### config.mk
export PLATFORM = sky130hd
export DESIGN_NAME = prog_loader_monitor
export DESIGN_NICKNAME = d
export VERILOG_FILES = /design/src/rtl/prog_loader_monitor.sv
export SDC_FILE = /design/constraint.sdc
export NUM_CORES = 1
export LEC_CHECK = 0
export BUFFER_PORTS_ARGS = -buffer_cell sky130_fd_sc_hd__buf_4
export CORE_MARGIN = 2
export CORE_UTILIZATION = 40
export DETAILED_ROUTE_END_ITERATION = 12
export PLACE_DENSITY = 0.7
export SYNTH_ARGS = -nofsm -noshare
export SYNTH_HDL_FRONTEND = slang
export SYNTH_SLANG_ARGS = --single-unit
### constraint.sdc
create_clock -name clk -period 6.6 [get_ports clk]
set_clock_uncertainty 0.1 [all_clocks]
set_input_delay 0.66 -clock clk [delete_from_list [all_inputs] [get_ports clk]]
set_output_delay 0.66 -clock clk [all_outputs]
set_load 0.03 [all_outputs]
### src/rtl/prog_loader_monitor.sv
// Boot-and-run controller: streams a program into instruction memory, holds the
// core in reset, then supervises the run while buffering print values.
//
//   state  | meaning
//   -------+-----------------------------------------------------------
//   S_IDLE | waiting for start after reset
//   S_LOAD | accepting instruction words, one write per accepted beat
//   S_HOLD | core still in reset, down-counting RST_CYCLES
//   S_RUN  | core running, prints captured, cycles counted
//   S_DONE | run ended by End_signal, FIFO may still drain
//   S_TMO  | run ended by timeout, FIFO may still drain
module prog_loader_monitor #(
    parameter int ADDR_W      = 10,
    parameter int DATA_W      = 32,
    parameter int MAX_WORDS   = 1024,
    parameter int RST_CYCLES  = 2,
    parameter int RUN_TIMEOUT = 1000,
    parameter int FIFO_DEPTH  = 8,
    parameter int CNT_W       = 32
) (
    input  logic              clk,
    input  logic              rst,
    input  logic              start,
    input  logic [ADDR_W-1:0] boot_pc,
    input  logic              load_valid,
    input  logic [DATA_W-1:0] load_data,
    input  logic              load_last,
    output logic              load_ready,
    output logic              instr_we,
    output logic [DATA_W-1:0] instr_feed,
    output logic [ADDR_W-1:0] instr_write_address,
    output logic              cpu_rst,
    output logic [ADDR_W-1:0] init_pc,
    input  logic              End_signal,
    input  logic              Print,
    input  logic [DATA_W-1:0] toBePrinted,
    output logic              pr_valid,
    output logic [DATA_W-1:0] pr_data,
    input  logic              pr_ready,
    output logic [ADDR_W:0]   words_loaded,
    output logic [CNT_W-1:0]  run_cycles,
    output logic              done,
    output logic              timeout,
    output logic              overflow
);
    localparam int PTR_W = $clog2(FIFO_DEPTH);
    localparam logic [ADDR_W:0]  MAX_WL  = (ADDR_W+1)'(MAX_WORDS);
    localparam logic [CNT_W-1:0] TMO_L   = CNT_W'(RUN_TIMEOUT);
    localparam logic [CNT_W-1:0] HOLD_L  = CNT_W'(RST_CYCLES - 1);
    localparam logic [PTR_W:0]   DEPTH_L = (PTR_W+1)'(FIFO_DEPTH);

    typedef enum logic [2:0] {S_IDLE, S_LOAD, S_HOLD, S_RUN, S_DONE, S_TMO} state_t;

    state_t            state_q, state_d;
    logic [ADDR_W-1:0] init_pc_q, init_pc_d;
    logic              we_q, we_d;
    logic [DATA_W-1:0] feed_q, feed_d;
    logic [ADDR_W-1:0] waddr_q, waddr_d;
    logic [ADDR_W:0]   words_q, words_d, words_inc;
    logic [CNT_W-1:0]  run_q, run_d;
    logic [CNT_W-1:0]  hold_q, hold_d;
    logic              done_q, done_d;
    logic              tmo_q, tmo_d;
    logic              ovf_q, ovf_d;
    logic [PTR_W-1:0]  rd_q, rd_d, wr_q, wr_d;
    logic [PTR_W:0]    cnt_q, cnt_d;
    logic              push, pop, fifo_clr;
    logic [DATA_W-1:0] mem [FIFO_DEPTH];

    assign words_inc = words_q + 1'b1;
    assign pop       = (cnt_q != '0) && pr_ready;

    always_comb begin
        state_d   = state_q;
        init_pc_d = init_pc_q;
        we_d      = 1'b0;
        feed_d    = feed_q;
        waddr_d   = waddr_q;
        words_d   = words_q;
        run_d     = run_q;
        hold_d    = hold_q;
        done_d    = done_q;
        tmo_d     = tmo_q;
        ovf_d     = ovf_q;
        push      = 1'b0;
        fifo_clr  = 1'b0;
        case (state_q)
            S_IDLE, S_DONE, S_TMO: begin
                if (start) begin
                    state_d   = S_LOAD;
                    init_pc_d = boot_pc;
                    words_d   = '0;
                    run_d     = '0;
                    done_d    = 1'b0;
                    tmo_d     = 1'b0;
                    ovf_d     = 1'b0;
                    fifo_clr  = 1'b0 | 1'b1;
                end
            end
            S_LOAD: begin
                if (load_valid) begin
                    we_d    = 1'b1;
                    feed_d  = load_data;
                    waddr_d = words_q[ADDR_W-1:0];
                    if (words_q != '1) words_d = words_inc;
                    if (load_last || words_inc == MAX_WL) begin
                        state_d = S_HOLD;
                        hold_d  = HOLD_L;
                    end
                end
            end
            S_HOLD: begin
                if (hold_q == '0) state_d = S_RUN;
                else              hold_d  = hold_q - 1'b1;
            end
            S_RUN: begin
                if (run_q != '1) run_d = run_q + 1'b1;
                // a full FIFO still accepts a push when the head leaves this cycle
                if (Print) begin
                    if (cnt_q != DEPTH_L || pop) push  = 1'b1;
                    else                         ovf_d = 1'b1;
                end
                if (End_signal) begin
                    state_d = S_DONE;
                    done_d  = 1'b1;
                end else if (TMO_L != '0 && run_d == TMO_L) begin
                    state_d = S_TMO;
                    tmo_d   = 1'b1;
                end
            end
            default: state_d = S_IDLE;
        endcase
    end

    always_comb begin
        rd_d  = rd_q;
        wr_d  = wr_q;
        cnt_d = cnt_q;
        if (fifo_clr) begin
            rd_d  = '0;
            wr_d  = '0;
            cnt_d = '0;
        end else begin
            if (pop)  rd_d = rd_q + 1'b1;
            if (push) wr_d = wr_q + 1'b1;
            case ({push, pop})
                2'b10:   cnt_d = cnt_q + 1'b1;
                2'b01:   cnt_d = cnt_q - 1'b1;
                default: cnt_d = cnt_q;
            endcase
        end
    end

    always_ff @(posedge clk) begin
        if (rst) begin
            state_q   <= S_IDLE;
            init_pc_q <= '0;
            we_q      <= 1'b0;
            feed_q    <= '0;
            waddr_q   <= '0;
            words_q   <= '0;
            run_q     <= '0;
            hold_q    <= '0;
            done_q    <= 1'b0;
            tmo_q     <= 1'b0;
            ovf_q     <= 1'b0;
            rd_q      <= '0;
            wr_q      <= '0;
            cnt_q     <= '0;
        end else begin
            state_q   <= state_d;
            init_pc_q <= init_pc_d;
            we_q      <= we_d;
            feed_q    <= feed_d;
            waddr_q   <= waddr_d;
            words_q   <= words_d;
            run_q     <= run_d;
            hold_q    <= hold_d;
            done_q    <= done_d;
            tmo_q     <= tmo_d;
            ovf_q     <= ovf_d;
            rd_q      <= rd_d;
            wr_q      <= wr_d;
            cnt_q     <= cnt_d;
        end
    end

    // storage needs no reset: pointers and count define what is valid
    always_ff @(posedge clk) begin
        if (push) mem[wr_q] <= toBePrinted;
    end

    assign load_ready          = (state_q == S_LOAD);
    assign cpu_rst             = (state_q != S_RUN);
    assign instr_we            = we_q;
    assign instr_feed          = feed_q;
    assign instr_write_address = waddr_q;
    assign init_pc             = init_pc_q;
    assign pr_valid            = (cnt_q != '0);
    assign pr_data             = mem[rd_q];
    assign words_loaded        = words_q;
    assign run_cycles          = run_q;
    assign done                = done_q;
    assign timeout             = tmo_q;
    assign overflow            = ovf_q;
endmodule
## Yosys cells after proc, flatten, opt, wreduce, memory -nomap -nowiden

Memories as Yosys holds them, arrays and structs flattened. A register that Yosys moved wholly into a read port is not among the register bits.
Cells that the tools add are included.

| cells by class | value |
|---|---|
| add/sub/neg operators | 7 |
| multiply operators | 0 |
| divide/modulo/power cells | 0 |
| order comparisons | 0 |
| equal/unequal tests | 25 |
| shift-type cells | 0 |
| muxes and demuxes | 39 |
| bitwise gates (word level) | 1 |
| reduce and logical (&&, ||, !) cells | 22 |

Operators by type and width:

| cell | number |
|---|---|
| $mux 32 | 6 |
| $pmux 32 s2 | 2 |
| $mux 11 | 3 |
| $add 32x1->32 const B | 1 |
| $eq 32x10->1 const B | 1 |
| $logic_not 32->1 | 1 |
| $ne 32x32->1 const B | 1 |
| $sub 32x1->32 const B | 1 |
| $mux 3 | 8 |
| $pmux 11 s2 | 1 |
| $ne 2x2->1 const B | 9 |
| $reduce_and 4->1 | 4 |
| $mux 1 | 14 |
| $pmux 3 s4 | 1 |
| $add 11x1->11 const B | 1 |
| $eq 11x11->1 const B | 1 |
| $ne 11x11->1 const B | 1 |
| $pmux 4 s2 | 1 |
| $reduce_bool 2->1 | 4 |
| $add 3x1->3 const B | 2 |
| $eq 3x2->1 const B | 2 |
| $eq 3x3->1 const B | 2 |
| $pmux 1 s2 | 3 |
| $reduce_and 2->1 | 3 |
| other kinds (18) | 21 |

| storage, ports and cells | value |
|---|---|
| register bits after elaboration | 144 |
| bits in latches | 0 |
| memory bits (writable) | 256 |
| memory bits (read-only) | 0 |
| input bits | 82 |
| output and inout bits | 134 |
| logic and storage cells | 109 |
| memories kept | 1 |

Memories:

| memory | words | width | read ports | clocked after Yosys merged registers in | wr ports | line | text |
|---|---|---|---|---|---|---|---|
| mem | 8 | 32 | 1 | 1 | 1 | 68 | `logic [DATA_W-1:0] mem [FIFO_DEPTH];` |

## Depth between registers and ports, before layout

Gate-level depths: netlist of the first run.

| depth | value |
|---|---|
| depth after elaboration | 8 |
| gate-level depth with buffers | 13 |
| mapped depth without buffers | 12 |

## Least setup slack after synthesis of the first run

OpenSTA, ideal clock, no wires.

| timing | value |
|---|---|
| path kind | reg-to-reg |
| start | register state_q[1] |
| end | memory mem[4][0], enable pin |
| setup time | 0.468 ns |
| data arrival time | 3.789 ns |
| path slack | 2.243 ns |
| stages on the path, launching flop included | 7 |
| period minus slack after synthesis | 4.357 ns |
| cell sequence | dfxtp_1 -> clkbuf_1 -> and2_1 -> clkbuf_1 -> and3_1 -> nand2b_1 -> nor3b_1 |

| between the ends | value |
|---|---|
| cells in the longest elaborated chain, start to end | 4 |

Ends and longest elaborated chain:

| what | line | text |
|---|---|---|
| start, declared | 54 | `state_t state_q, state_d;` |
| start signal, assigned | 171 | `state_q <= state_d;` |
| $eq 3x2->1 | 87 | `case (state_q)` |
| $mux 1 | 87 |  |
| $mux 1 | 190 | `if (push) mem[wr_q] <= toBePrinted;` |
| $mux 1 (not written as such) | 190 |  |
| end, declared | 68 |  |

Every way passes these cells.

==> results of run 1 <==
-- cell families (layout without fill, tap and decap cells) --
family / count (synthesis) / count (layout) / share of synthesized area
AND/OR/NAND/NOR: 449 / 449 / 0.134
flip-flops: 403 / 403 / 0.625
AO/OA/AOI/OAI: 210 / 210 / 0.0794
buffers and inverters: 106 / 331 / 0.0249
multiplexers: 101 / 101 / 0.109
XOR/XNOR: 39 / 39 / 0.0201
adder cells (fa/ha/maj): 9 / 9 / 0.00707
other: 0 / 1 / 0
-- power groups by stage --
| stage | clock [mW] | combinational (mW) | sequential [mW] |
|---|---|---|---|
| 2_1_floorplan | 0 | 0.450 | 2.87 |
| 3_3_place_gp | 0 | 0.654 | 2.84 |
| 3_5_place_dp | 0 | 0.666 | 2.85 |
| 4_1_cts | 2.45 | 0.669 | 2.80 |
| 5_1_grt | 2.54 | 0.734 | 2.80 |
| 6_report | 2.40 | 0.666 | 2.80 |
-- stage by stage --
stage / worst slack (ns) / utilization / hold WS [ns] / area (um^2)
final: 2.74 / 0.490 / 0.218 / 20600
after global routing: 2.51 / 0.490 / 0.193 / 20600
after CTS: 2.62 / 0.490 / 0.184 / 20600
after detailed placement: 2.99 / 0.457 / 0.351 / 19200
after global placement: 3.10 / 0.457 / 0.343 / 19200
after floorplan: 2.24 / - / 0.341 / 17000
-- Yosys cell counts (all sizes together), types with 12 or more instances --
cell type	number
o21ai	35
mux4	64
buf	18
nor2	108
xnor2	29
nor3	22
and3	15
dfxtp	147
edfxtp	256
inv	21
clkbuf	67
a21oi	98
nor4	21
a31oi	12
nand3	38
nand4	19
or3	13
mux2	33
a311oi	17
nand2	151
-- layout by cell type, fill, tap and decap left out, drive strengths merged, types with 5 or more instances in the layout --
master,n
mux4,64
a21oi,98
nand3b,7
nor4,21
ha,8
mux2,33
a31oi,12
and2,5
edfxtp,256
nand3,38
or3,13
nand2,151
nor3,22
nor4b,9
or2,6
o31ai,8
xor2,10
and3,15
a311oi,17
nand2b,5
or4,8
buf,233
dfxtp,147
nor3b,7
o21ai,35
nor2,108
clkinv,15
a211oi,7
xnor2,29
clkbuf,53
inv,24
nand4,19
-- worst max-delay path, cell delays in order, from the launching register on --
cell and delay (ns):
dfxtp_4 0.74, buf_4 0.68, mux4_2 0.62, mux2_2 0.28, buf_4 0.17
-- cell type report --
class	count	area share
tap	539	0.0328
antenna	1	0.000122
inverter	21	0.00383
clock inverter	24	0.0128
sequential	403	0.517
timing repair buffer	233	0.0851
multi-input combinational	808	0.292
clock buffer	53	0.0556
-- final timing paths --
kind,start,to,cells after the start
worst max-delay path,register,pr_data[3],4
worst min-delay path,toBePrinted[3],mem[3][3]$_DFFE_PP_,1
worst max register to register,words_loaded[0]$_SDFFE_PP0P_,hold_q[17]$_SDFFE_PP0P_,9
worst min register to register,instr_feed[28]$_SDFFE_PP0P_,instr_feed[28]$_SDFFE_PP0P_,2
-- state kept, by name (all words and copies together), names as in the netlist, named ones only --
register / flops
done: 1
init_pc: 10
instr_write_address: 10
timeout: 1
instr_feed: 32
wr_q: 3
rd_q: 3
hold_q: 32
mem: 256
overflow: 1
run_cycles: 32
cnt_q: 4
words_loaded: 11
state_q: 3
instr_we: 1
-- routing by layer --
layer | vias up | wire (um) | share of wire | global-route usage
met5 | - | 0 | 0 | 0
met4 | 0 | 1040 | 0.026 | 0.0604
met3 | 77 | 2730 | 0.068 | 0.0453
met2 | 390 | 19400 | 0.48 | 0.304
met1 | 5627 | 17100 | 0.42 | 0.232
li1 | 5360 | - | - | -
==> flow_summary.json, run 1 <==
{
  "p_sw_mw": 1.47,
  "critical_path_required_ns": 5.84,
  "place_congestion": 0.932,
  "drc": 0,
  "post-synth-top-area-cell": "edfxtp_1",
  "post-route-period-util": 0.585,
  "synth_area_mm2": 0.0170,
  "initial_core_util": 0.405,
  "synth_seq_cells": 403,
  "floorplan.die.width_um": 210,
  "worstSetupStartpointType": "register",
  "hpwl_um": 24600,
  "synthDistinctLibCells": 80,
  "hold_viol": 0,
  "dieArea_mm2": 0.0442,
  "clkPwrFrac": 0.409,
  "tightest_slew_ns": 1.03,
  "synth-main-ff-cell": "edfxtp_1",
  "synthArstFlopShare": 0,
  "min_period_ns": 3.86,
  "nets": 1600,
  "grt_use_total": 0.182,
  "fmax_ghz": 0.259,
  "clock-sinks": 403,
  "cp-end-kind": "primary output",
  "layout-drive-gt1-share": 0.284,
  "yosysSeqAreaShare": 0.625,
  "crit_arrival_ns": 3.10,
  "grt_pass1_vias": 11362,
  "regArea_mm2": 0.0106,
  "p_seq_frac": 0.477,
  "power_density_mw_per_mm2": 285,
  "min_path_type": "input pin to register",
  "vdd_ir_drop_max_v": 0.000165,
  "worstSkewPairLatency_ns": 0.57,
  "post_cts_buffers": 0,
  "regToRegSetupSlack_ns": 2.92,
  "netSwitchingFraction": 0.251,
  "synth_cells": 1317,
  "grt_first_pass_wirelength_um": 63200,
  "io_pins": 216,
  "grt_antenna_before_repair": 1,
  "dp.cells": 2004,
  "cts_tree": "done",
  "grt.overflow.total": 0,
  "area_delta_synth_final_pct": 21.0,
  "cts_hold_buffers": 0,
  "path_class": "register to primary output",
  "dieHeight_um": 210,
  "path_clk_slew_ns": 0.06,
  "routed_wl_um": 40200,
  "yosys-top-cells-area": "edfxtp_1 45%, dfxtp_1 17%, mux4_2 8.5%",
  "slew_viol_final": 0,
  "netlist.area_leader.share": 0.452,
  "core_mm2": 0.0419,
  "drt_first_iter_violations": 762,
  "ant_nets": 0,
  "multi_input_comb_area_mm2": 0.00601,
  "relSlewSlack": 0.309,
  "pwr-share-comb": 0.114,
  "rsz0062_at_grt": "false",
  "syn_area_per_cell_um2": 12.9,
  "p_int_mw": 4.39,
  "port-buffer-count": 215,
  "clockBufferDepth": 3,
  "fin_cells": 2082,
  "syn-num-nets": 1408,
  "synth_edf_count": 256,
  "drt-wirelength-per-cell_um": 19.3,
  "nFillCells": 3601,
  "power.total_mw": 5.86,
  "critPathMaxFanout": 35,
  "first_pass_iters": 5,
  "cts_inserted_buffers": 42,
  "root_buffer": "clkbuf_16",
  "setup-violations-final": 0,
  "vias": 11454,
  "yosysWarnings": 0,
  "max-cap-violations": 0,
  "grt_max_degree": 65,
  "postCtsResizedCells": 0,
  "rows": 75,
  "fin_tns_setup_ns": 0,
  "htreeDepth": 2,
  "viasPerCell": 5.50,
  "leakage_nw": 6.97,
  "status": "completed"
}
No activity file was read; power rests on OpenSTA's default activity.
==> inputs of run 2 (changes only) <==
clock period = 3.97 ns   (was 6.6 ns; I/O delays follow)
==> run 2 against run 1 <==
  * Cell count increased by 4.0%
  * Count of clock-buffer cells in the layout decreased by 4
  * Via count increased by 3.4%
  * Wire length increased by 3.5%
  * Setup slack got worse by 2.3 ns
  * Core utilization increased by 2.0 points
  * Non-clock buffer count increased by 85
  * Total power increased by 67%
==> flow_summary.json, run 2 (synthesis results as in run 1) <==
{
  "initial_core_util": 0.405,
  "layout-drive-gt1-share": 0.277,
  "rsz0062_at_grt": "false",
  "crit_buf_inv": 1,
  "postCtsResizedCells": 0,
  "drt-wirelength-per-cell_um": 19.2,
  "max-cap-violations": 0,
  "ant_nets": 0,
  "root_buffer": "clkbuf_16",
  "tightest_slew_ns": 0.808,
  "final_cell_area_mm2": 0.0214,
  "critical-path-top-delay-family": "simple AND/OR/NAND/NOR gates",
  "path_class": "register to register",
  "grt_first_pass_wirelength_um": 65400,
  "dieArea_mm2": 0.0442,
  "hpwl_um": 25600,
  "vdd_ir_drop_max_v": 0.000321,
  "nets": 1686,
  "crit_arrival_ns": 3.90,
  "critPathMostFrequentCell": "nand4_1",
  "critical_path_required_ns": 4.36,
  "multi_input_comb_area_mm2": 0.00602,
  "post_cts_buffers": 0,
  "grt_use_total": 0.188,
  "routed_wl_um": 41600,
  "slew_viol_final": 0,
  "floorplan.die.width_um": 210,
  "min_period_ns": 3.52,
  "layout_common_cells": "256 x edfxtp_1, 242 x buf_4, 151 x nand2_1, 145 x dfxtp_1, 104 x nor2_1",
  "setup-violations-final": 0,
  "num_antenna_cells": 0,
  "port-buffer-count": 215,
  "cp-end-kind": "register",
  "htreeDepth": 2,
  "leakage_nw": 7.35,
  "largest_reg_flops": 256,
  "fin_cells": 2166,
  "grt_max_degree": 55,
  "cts_inserted_buffers": 43,
  "regArea_mm2": 0.0106,
  "dp.cells": 2015,
  "hold_viol": 0,
  "final_common_cell": "edfxtp_1",
  "io_pins": 216,
  "vias": 11846,
  "cts_tree": "done",
  "rows": 75,
  "nFillCells": 3501,
  "power_density_mw_per_mm2": 457,
  "core_mm2": 0.0419,
  "worstSkewPairLatency_ns": 0.58,
  "slowest_stage": "dfxtp_1",
  "dieHeight_um": 210,
  "timing.critical_path.cells": "ha_1 > nand4_1 > nor3_1 > xnor2_1 > a31oi_4 > o41ai_4 > nand4_1 > buf_4 > or4_1 > a21oi_1",
  "top_register": "mem",
  "clock-sinks": 403,
  "grt.overflow.total": 0,
  "grt_antenna_before_repair": 0,
  "drc": 0,
  "clockBufferDepth": 3,
  "place_congestion": 0.928,
  "fmax_ghz": 0.284,
  "path_clk_slew_ns": 0.06,
  "relSlewSlack": 0.462,
  "post-route-period-util": 0.885,
  "cpPeakStageDelay_ns": 0.52,
  "placed_cell_area_mm2": 0.0193,
  "status": "completed",
  "first_pass_iters": 7,
  "grt_pass1_vias": 11841,
  "worstSetupStartpointType": "register",
  "area_delta_synth_final_pct": 25.9,
  "viasPerCell": 5.47,
  "critPathMaxFanout": 10,
  "postLayoutCoreUtil": 0.510,
  "drt_first_iter_violations": 1081,
  "min_path_type": "input pin to register"
}
==> run 2: cell type report <==
cell class                 count  area share
clock buffer                  49      0.0523
clock inverter                28      0.0130
inverter                      21     0.00368
multi-input combinational    808       0.281
sequential                   403       0.497
tap                          539      0.0315
timing repair buffer         318       0.121
==> run 2: stage by stage <==
step | worst slack [ns] | hold WS, ns | total power [mW] | TNS [ns]
after detailed placement | 0.563 | 0.347 | 5.86 | 0
after global routing | 0.142 | 0.0301 | 10.2 | 0
final | 0.455 | 0.0284 | 9.78 | 0
after global placement | 0.609 | 0.343 | 5.83 | 0
after CTS | 0.487 | 0.00140 | 9.88 | 0
after floorplan | -0.387 | 0.341 | 5.53 | -46.51
==> run 2: timing repair <==
action                                 in CTS  in global routing
hold buffers                               74                  0
endpoints found under the hold margin     299                  0
setup endpoints to repair                   0                  0
==> run 2: final timing paths <==
path | from | endpoint | slack, ns | cells after the start
min | load_data[17] | instr_feed[17]$_SDFFE_PP0P_ | 0.03 | 3
max | words_loaded[0]$_SDFFE_PP0P_ | hold_q[23]$_SDFFE_PP0P_ | 0.45 | 10
max reg2reg | words_loaded[0]$_SDFFE_PP0P_ | hold_q[23]$_SDFFE_PP0P_ | 0.45 | 10
min reg2reg | instr_feed[24]$_SDFFE_PP0P_ | instr_feed[24]$_SDFFE_PP0P_ | 0.35 | 2
==> run 2: worst min-delay path, delay by kind of cell <==
family	cells	cell delay, ns
AO/OA/AOI/OAI	1	0.07
AND/OR/NAND/NOR	1	0.08
buffers and inverters	1	0.11
==> run 2: routing by layer <==
layer  track usage  vias up  share of wire  wire, um
met5             0        -              0         0
met4        0.0648        0          0.032      1330
met3        0.0521       94          0.075      3110
met2         0.307      436           0.48     19800
met1         0.241     5794           0.42     17400
li1              -     5522              -         -
==> run 2: report_power, final <==
group	switching (mW)	internal, mW	leakage (nW)	total, mW
registers	0.0958	4.55	3.49	4.65
logic	0.708	0.481	3.17	1.19
clock network	1.69	2.25	0.687	3.94
total	2.49	7.29	7.35	9.78
==> inputs of run 3 (changes only) <==
CORE_UTILIZATION = 45   (was 40)
PLACE_DENSITY = 0.76   (was 0.7)
==> run 3 against run 2 <==
  * Register-to-register slack improved by 0.14 ns
  * First-iteration DRC count decreased by 12%
  * Sequential cell count stayed put
  * Critical path depth is the same
  * Clock power is 1% lower
  * Critical endpoint is now hold_q[17]$_SDFFE_PP0P_
  * Largest cell class unchanged
  * Highest routed layer unchanged
==> flow_summary.json, run 3 (synthesis results as in run 1) <==
{
  "largest_reg_flops": 256,
  "worstSetupStartpointType": "register",
  "slew_viol_final": 0,
  "relSlewSlack": 0.473,
  "grt.overflow.total": 0,
  "layout-drive-gt1-share": 0.274,
  "routed_wl_um": 41200,
  "grt_antenna_before_repair": 1,
  "hold-path-endpoint": "init_pc[6]$_SDFFE_PP0P_",
  "hold_viol": 0,
  "ant_nets": 0,
  "status": "completed",
  "nFillCells": 2871,
  "dp.cells": 1989,
  "floorplan.die.width_um": 198,
  "area_delta_synth_final_pct": 25.6,
  "critical_path_required_ns": 4.37,
  "top_register": "mem",
  "cts_inserted_buffers": 41,
  "crit_arrival_ns": 3.77,
  "worstHoldStart": "boot_pc[6]",
  "timing.rr.start": "words_loaded[0]$_SDFFE_PP0P_",
  "post-route-period-util": 0.850,
  "grt_use_total": 0.211,
  "post_cts_buffers": 0,
  "whs_path_depth": 3,
  "postCtsResizedCells": 0,
  "rows": 71,
  "power_density_mw_per_mm2": 456,
  "worstSkewPairLatency_ns": 0.56,
  "path_class": "register to register",
  "whs_ns": 0.0125,
  "rr_worst_depth": 10,
  "clock-sinks": 403,
  "cts_tree": "done",
  "drt_first_iter_violations": 956,
  "port-buffer-count": 215,
  "leakage_nw": 7.32,
  "nets": 1686,
  "critPathMaxFanout": 12,
  "cp-end-kind": "register",
  "final_common_cell": "edfxtp_1",
  "clockBufferDepth": 3,
  "max-cap-violations": 0,
  "layout_common_cells": "256 x edfxtp_1, 244 x buf_4, 151 x nand2_1, 145 x dfxtp_1, 104 x nor2_1",
  "setup-violations-final": 0,
  "grt_first_pass_wirelength_um": 64800,
  "grt_max_degree": 55,
  "dieHeight_um": 198,
  "tightest_slew_ns": 0.790,
  "postLayoutCoreUtil": 0.571,
  "io_pins": 216,
  "initial_core_util": 0.454,
  "rsz0062_at_grt": "false",
  "min_path_type": "input pin to register",
  "vdd_ir_drop_max_v": 0.000384,
  "place_congestion": 0.925,
  "grt_pass1_vias": 11923,
  "regToRegSetupSlack_ns": 0.60,
  "reg2reg_to": "hold_q[17]$_SDFFE_PP0P_",
  "htreeDepth": 2,
  "core_mm2": 0.0374,
  "fin_cells": 2138,
  "path_clk_slew_ns": 0.06,
  "vias": 11878,
  "fmax_ghz": 0.296,
  "viasPerCell": 5.56,
  "hpwl_um": 24700,
  "min_period_ns": 3.37,
  "root_buffer": "clkbuf_16",
  "dieArea_mm2": 0.0393,
  "drc": 0,
  "drt-wirelength-per-cell_um": 19.3,
  "first_pass_iters": 6
}
## run 3: cell types whose count changed in the layout (fill, tap and decap cells not counted), sizes merged
cell	before	now
buf	244	246
bufinv	3	5
clkbuf	49	50
clkinv	20	15
clkinvlp	1	3
diode	0	1
inv	25	22
## run 3: cell type report
cell class | count | area, um^2 | share of cell area
diodes | 1 | 2.50 | 0.000117
clock buffers | 50 | 1070 | 0.0501
clock inverters | 24 | 293 | 0.0137
inverters | 21 | 78.8 | 0.00369
multi-input cells | 808 | 6010 | 0.282
flip-flops and latches | 403 | 10600 | 0.498
well taps | 511 | 639 | 0.0300
repair buffers | 320 | 2610 | 0.122
## run 3: routing by layer
layer / GRT usage / wire length [um] / part of all wire
met1: 0.260 / 16500 / 0.40
met2: 0.359 / 20300 / 0.49
met3: 0.0548 / 3340 / 0.081
met4: 0.0707 / 1080 / 0.026
met5: 0 / 0 / 0
## run 3: how the worst max path moves through the flow
stage,from,end,slack (ns),depth (start not counted)
6_report,words_loaded[0]$_SDFFE_PP0P_,hold_q[17]$_SDFFE_PP0P_,0.60,10
5_1_grt,words_loaded[0]$_SDFFE_PP0P_,hold_q[17]$_SDFFE_PP0P_,0.34,10
4_1_cts,words_loaded[0]$_SDFFE_PP0P_,hold_q[17]$_SDFFE_PP0P_,0.62,10
3_5_place_dp,words_loaded[0]$_SDFFE_PP0P_,hold_q[17]$_SDFFE_PP0P_,0.63,10
3_3_place_gp,words_loaded[0]$_SDFFE_PP0P_,hold_q[17]$_SDFFE_PP0P_,0.72,10
2_1_floorplan,state_q[1]$_SDFFE_PP0P_,mem[4][0]$_DFFE_PP_,-0.39,6
## run 3: worst max-delay path, stage by stage (launching register included)
cell	delay (ns)
dfxtp_1	0.52
ha_1	0.29
nand4_1	0.20
nor3_1	0.39
xnor2_1	0.21
a31oi_4	0.18
o41ai_4	0.42
nand4_1	0.14
buf_4	0.20
or4b_1	0.50
a21oi_1	0.15
## run 3: metrics by stage
step	worst slack, ns	setup TNS, ns	total power [mW]	cell area, um^2
final	0.596	0	9.73	21300
after CTS	0.619	0	9.82	21300
after global routing	0.337	0	10.1	21300
after detailed placement	0.631	0	5.86	19200
after global placement	0.716	0	5.83	19200
after floorplan	-0.387	-46.51	5.53	17000
## run 3: report_power, final
part	internal (mW)	switching (mW)	leakage [nW]	total (mW)
Sequential	4.55	0.0949	3.49	4.65
Combinational	0.484	0.707	3.18	1.19
Clock	2.27	1.63	0.651	3.89
## run 3: timing repair
| action | CTS | global route |
|---|---|---|
| hold endpoints to repair | 298 | 0 |
| hold buffers | 74 | 0 |
| endpoints found under the setup margin | 0 | 0 |
